<file path="config.mk">
export PLATFORM = sky130hd
export DESIGN_NAME = cr_mean_align
export DESIGN_NICKNAME = d
export VERILOG_FILES = /design/src/rtl/cr_mean_align.sv
export SDC_FILE = /design/constraint.sdc
export NUM_CORES = 1
export LEC_CHECK = 0
export CORE_AREA = 2 2 196 198
export DETAILED_ROUTE_END_ITERATION = 8
export DIE_AREA = 0 0 198 200
export PLACE_DENSITY = 0.84
export SLEW_MARGIN = 15
export SYNTH_ARGS = -nofsm -noshare
export SYNTH_HDL_FRONTEND = slang
export SYNTH_SLANG_ARGS = --single-unit
</file>
<file path="constraint.sdc">
create_clock -name clk -period 9.6 [get_ports clk]
set_input_delay 1.92 -clock clk [delete_from_list [all_inputs] [get_ports clk]]
set_output_delay 1.92 -clock clk [all_outputs]
set_load 0.1 [all_outputs]
</file>
<file path="src/rtl/cr_mean_align.sv">
// Pairs buffered raw Cr samples with late-arriving mean-Cr results and emits
// saturated centred chroma plus a per-pixel skin flag.
module cr_mean_align #(
  parameter int unsigned DEPTH       = 64,
  parameter int unsigned ADDR_W      = 6,
  parameter logic [23:0] SKIN_THRESH = 24'd5120
) (
  input  logic              clk,
  input  logic              rst_n,
  input  logic [7:0]        cr,
  input  logic              cr_valid,
  input  logic [23:0]       mean_cr,
  input  logic              mean_cr_valid,
  input  logic              err_clr,
  output logic [15:0]       cr_diff,
  output logic [7:0]        cr_out,
  output logic              skin,
  output logic              out_valid,
  output logic [ADDR_W:0]   fifo_level,
  output logic              overflow,
  output logic              underflow
);

  localparam int unsigned LVL_W  = ADDR_W + 1;
  localparam int unsigned DIFF_W = 25;

  logic [7:0]               mem [DEPTH];
  logic [ADDR_W-1:0]        wr_ptr;
  logic [ADDR_W-1:0]        rd_ptr;

  logic                     full_c;
  logic                     empty_c;
  logic                     pop_c;
  logic                     push_c;
  logic [7:0]               cr_head_c;
  logic signed [DIFF_W-1:0] d1_next_c;

  logic signed [DIFF_W-1:0] d1;
  logic [7:0]               cr1;
  logic                     v1;
  logic [DIFF_W-1:0]        abs_d1_c;
  logic [15:0]              sat_c;
  logic                     skin_c;

  // Full/empty are judged on the level at the start of the cycle; no bypass.
  always_comb begin
    full_c    = (fifo_level == LVL_W'(DEPTH));
    empty_c   = (fifo_level == '0);
    pop_c     = mean_cr_valid && !empty_c;
    push_c    = cr_valid && (!full_c || pop_c);
    cr_head_c = mem[rd_ptr];
    d1_next_c = DIFF_W'({1'b0, cr_head_c, 8'h00}) - DIFF_W'({1'b0, mean_cr});
  end

  // Storage array carries no reset; only pointers and level define contents.
  always_ff @(posedge clk) begin
    if (push_c) begin
      mem[wr_ptr] <= cr;
    end
  end

  always_ff @(posedge clk or negedge rst_n) begin
    if (!rst_n) begin
      wr_ptr     <= '0;
      rd_ptr     <= '0;
      fifo_level <= '0;
    end else begin
      if (push_c) wr_ptr <= wr_ptr + ADDR_W'(1);
      if (pop_c)  rd_ptr <= rd_ptr + ADDR_W'(1);
      case ({push_c, pop_c})
        2'b10:   fifo_level <= fifo_level + LVL_W'(1);
        2'b01:   fifo_level <= fifo_level - LVL_W'(1);
        default: fifo_level <= fifo_level;
      endcase
    end
  end

  // Sticky errors: a new error in the same cycle as err_clr keeps the flag set.
  always_ff @(posedge clk or negedge rst_n) begin
    if (!rst_n) begin
      overflow  <= 1'b0;
      underflow <= 1'b0;
    end else begin
      if (cr_valid && !push_c)       overflow <= 1'b1;
      else if (err_clr)              overflow <= 1'b0;
      if (mean_cr_valid && empty_c)  underflow <= 1'b1;
      else if (err_clr)              underflow <= 1'b0;
    end
  end

  always_ff @(posedge clk or negedge rst_n) begin
    if (!rst_n) begin
      d1  <= '0;
      cr1 <= '0;
      v1  <= 1'b0;
    end else begin
      v1 <= pop_c;
      if (pop_c) begin
        d1  <= d1_next_c;
        cr1 <= cr_head_c;
      end
    end
  end

  always_comb begin
    abs_d1_c = d1[DIFF_W-1] ? DIFF_W'(-d1) : DIFF_W'(d1);
    skin_c   = (abs_d1_c <= DIFF_W'(SKIN_THRESH));
    if (d1 > 25'sd32767) begin
      sat_c = 16'h7FFF;
    end else if (d1 < -25'sd32768) begin
      sat_c = 16'h8000;
    end else begin
      sat_c = d1[15:0];
    end
  end

  // Result registers hold their last value while out_valid is low.
  always_ff @(posedge clk or negedge rst_n) begin
    if (!rst_n) begin
      cr_diff   <= '0;
      cr_out    <= '0;
      skin      <= 1'b0;
      out_valid <= 1'b0;
    end else begin
      out_valid <= v1;
      if (v1) begin
        cr_diff <= sat_c;
        cr_out  <= cr1;
        skin    <= skin_c;
      end
    end
  end

endmodule

</file>
==> flow_summary.ini <==
[synth]
synth_top_area_share_pct = 62.8
synth.avg_cell_area_um2 = 17.8
synth_cell_types = 68
synth.most_common_cell = edfxtp_1
synth_top_cell_by_area = edfxtp_1
synth_edf_count = 512
yosysSeqAreaShare_pct = 71.1
ys_top_cells_by_count = edfxtp_1 (512), mux4_2 (152), nor2_1 (104)
synthFlopType = edfxtp_1
ys_seq_elements = 593
synth-warning-count = 0
syn-num-nets = 1434
netlist_area_um2 = 24500
syn_inst = 1378
synth.area.top_cells = edfxtp_1 (63%), mux4_2 (14%), dfrtp_1 (8.3%)
postSynth.asyncResetShare_pct = 13.7

[place]
dpl_worst_slack_ns = 3.90
gp_congestion = 0.873
dpl_cell_area_um2 = 25600
numPortBuffers = 71
hpwl_um = 32000
dp.cells = 1891

[clocking]
clkSinkCount = 593
ctsResizeCount = 0
clock-root-buffer = clkbuf_16
clockBufferDepth = 3
cts_post_setup_buffers_inserted = 0
cts_tree = yes
htreeDepth = 2
clk_latency_ns = 0.61
postCtsHoldBufs = 0
cts_made_buffers = 57
cts.clk_slew.worst_paths_ns = 0.07

[route]
drt-total-wl_um = 57500
vias = 13500
drt_iter0_drc = 1403
antenna_left = 0
wire_per_inst_um = 28.8
routed_via_density = 6.74
drc = 0
dr.pass1.iters = 5

[power]
p_total_mw = 8.20
p_switching_mw = 2.81
ir_drop_mv = 0.181
pwr-share-seq_pct = 39.8
clkPwrFrac_pct = 27.6
power.internal_mw = 5.38
power_density_nw_per_um2 = 298
p_comb_share_pct = 32.6
leakage_nw = 9.07
p_sw_share_pct = 34.3

[global_routing]
gr-total-overflow = 0
grt_pass1_wl_um = 86700
antenna_found_initial = 0
grt_max_degree = 103
track_usage_pct = 30.3
grt_pass1_vias = 13700

[cells_and_area]
area_delta_synth_final_pct = 12.3
fin_util_pct = 73.5
stdcell_count = 1998
nets = 1496
final_cell_area_um2 = 27500
num-fill-cells = 2049
antennaDiodeCount = 0
drive_above_1_share_pct = 19.5
regArea_um2 = 17400
multi_input_comb_area_um2 = 6630

[worst_setup_path]
cp-start-kind = register
path_class = reg2reg
crit_path_max_fanout = 102
path_common_cell = o21ai_1
cp.required_ns = 10.07
crit_arrival_ns = 5.73
slowest_stage = dfrtp_4
cpPeakStageDelay_ns = 0.82
worst-path-buf-inv = 1
path_delay_family = multiplexers
critPathCaptureType = register
path_cells = buf_12 > mux4_2 > mux4_2 > o21ai_1 > o21ai_1 > ha_1 > nand4b_1 > or2_1 > o221ai_1 > a41oi_1 > nor4_1 > xor2_1 > o21ai_1

[timing]
finClkSkew_ns = 0.0177
setup_violations = 0
fmax_ghz = 0.190
timing.hold.ws_ns = 0.474
slew_viol_final = 0
period_needed_ns = 5.26
fin_ws_ns = 4.34
post-route-period-util_pct = 54.8
tightest_slew_ns = 1.18
hold_viol = 0
fin_setup_tns_ns = 0
slew_headroom_pct = 21.2
rsz0062_at_grt = false

[job]
maxCapViolations = 0

[floorplanning]
io_pins = 72
start_util_pct = 65.4
core_area_um2 = 37400
die_h_um = 200
rows = 71
dieArea_um2 = 39600
die_x_um = 198

[worst_hold_path]
hp-class = reg2reg

[status]
status = finished, final reports clean
tightest hold or removal path: stages, from the launching register on:
cell and delay [ns]:
dfrtp_1 0.34, nand2_1 0.05, nand2_1 0.05
power groups by stage:
| stage | Clock, mW | Combinational, mW | Sequential [mW] |
|---|---|---|---|
| after floorplan | 0 | 1.77 | 3.40 |
| after global placement | 0 | 2.53 | 3.29 |
| after detailed placement | 0 | 2.59 | 3.30 |
| after CTS | 2.28 | 2.66 | 3.26 |
| after global routing | 2.37 | 2.81 | 3.29 |
| final | 2.27 | 2.67 | 3.26 |
cells by family (layout without fill, tap and decap cells):
family | after synthesis | count (layout) | synth area share [%]
adder cells (fa/ha/maj) | 19 | 19 | 1.00
AO/OA/AOI/OAI | 171 | 171 | 4.33
multiplexers | 182 | 182 | 15.3
flip-flops | 593 | 593 | 71.1
AND/OR/NAND/NOR | 271 | 271 | 5.39
buffers and inverters | 114 | 223 | 1.91
XOR/XNOR | 28 | 28 | 1.00
path summary, 6_finish.rpt:
check	start	end	slack (ns)	depth (start not counted)
setup / recovery	rd_ptr[0]	d1[22]	4.34	13
hold / removal	cr1[7]	cr1[7]	0.47	2
setup reg to reg	rd_ptr[0]	d1[22]	4.34	13
hold reg to reg	cr1[7]	cr1[7]	0.47	2
max in group asynchronous	rst_n	rd_ptr[1]	7.73	2
min in group asynchronous	rst_n	d1[22]	1.24	1
state kept, by name, summed over array words and instances, names as in the netlist:
register / cells
cr1: 8
cr_diff: 16
cr_out: 8
d1: 25
fifo_level: 7
mem: 512
out_valid: 1
overflow: 1
rd_ptr: 6
skin: 1
underflow: 1
v1: 1
wr_ptr: 6
final cells by class:
| class | instances | area share (%) |
|---|---|---|
| multi-input combinational | 671 | 24.1 |
| inverter | 36 | 0.492 |
| timing repair buffer | 81 | 2.89 |
| clock buffer | 68 | 5.53 |
| sequential | 593 | 63.4 |
| tap | 511 | 2.33 |
| clock inverter | 38 | 1.30 |
per-layer routing:
| layer | vias to the layer above | part of all wire (%) | global-route usage (%) |
|---|---|---|---|
| met2 | 838 | 50 | 50.1 |
| met4 | 0 | 3.0 | 10.3 |
| met1 | 6893 | 38 | 42.4 |
| met3 | 124 | 8.9 | 4.67 |
| met5 | - | 0 | 0 |
| li1 | 5608 | - | - |
layout by cell type (no fill, tap or decap), drive strengths merged, types with 12 or more instances in the layout:
master / Yosys / layout
a21oi: 53 / 53
a22oi: 17 / 17
buf: 38 / 19
clkbuf: 40 / 68
clkdlybuf4s50: 0 / 62
clkinv: 0 / 26
dfrtp: 81 / 81
edfxtp: 512 / 512
ha: 18 / 18
inv: 36 / 37
mux2: 12 / 12
mux2i: 18 / 18
mux4: 152 / 152
nand2: 73 / 73
nand3: 13 / 13
nor2: 104 / 104
o21ai: 50 / 50
xnor2: 19 / 19
Note: power is estimated with default switching activity, not from simulation.
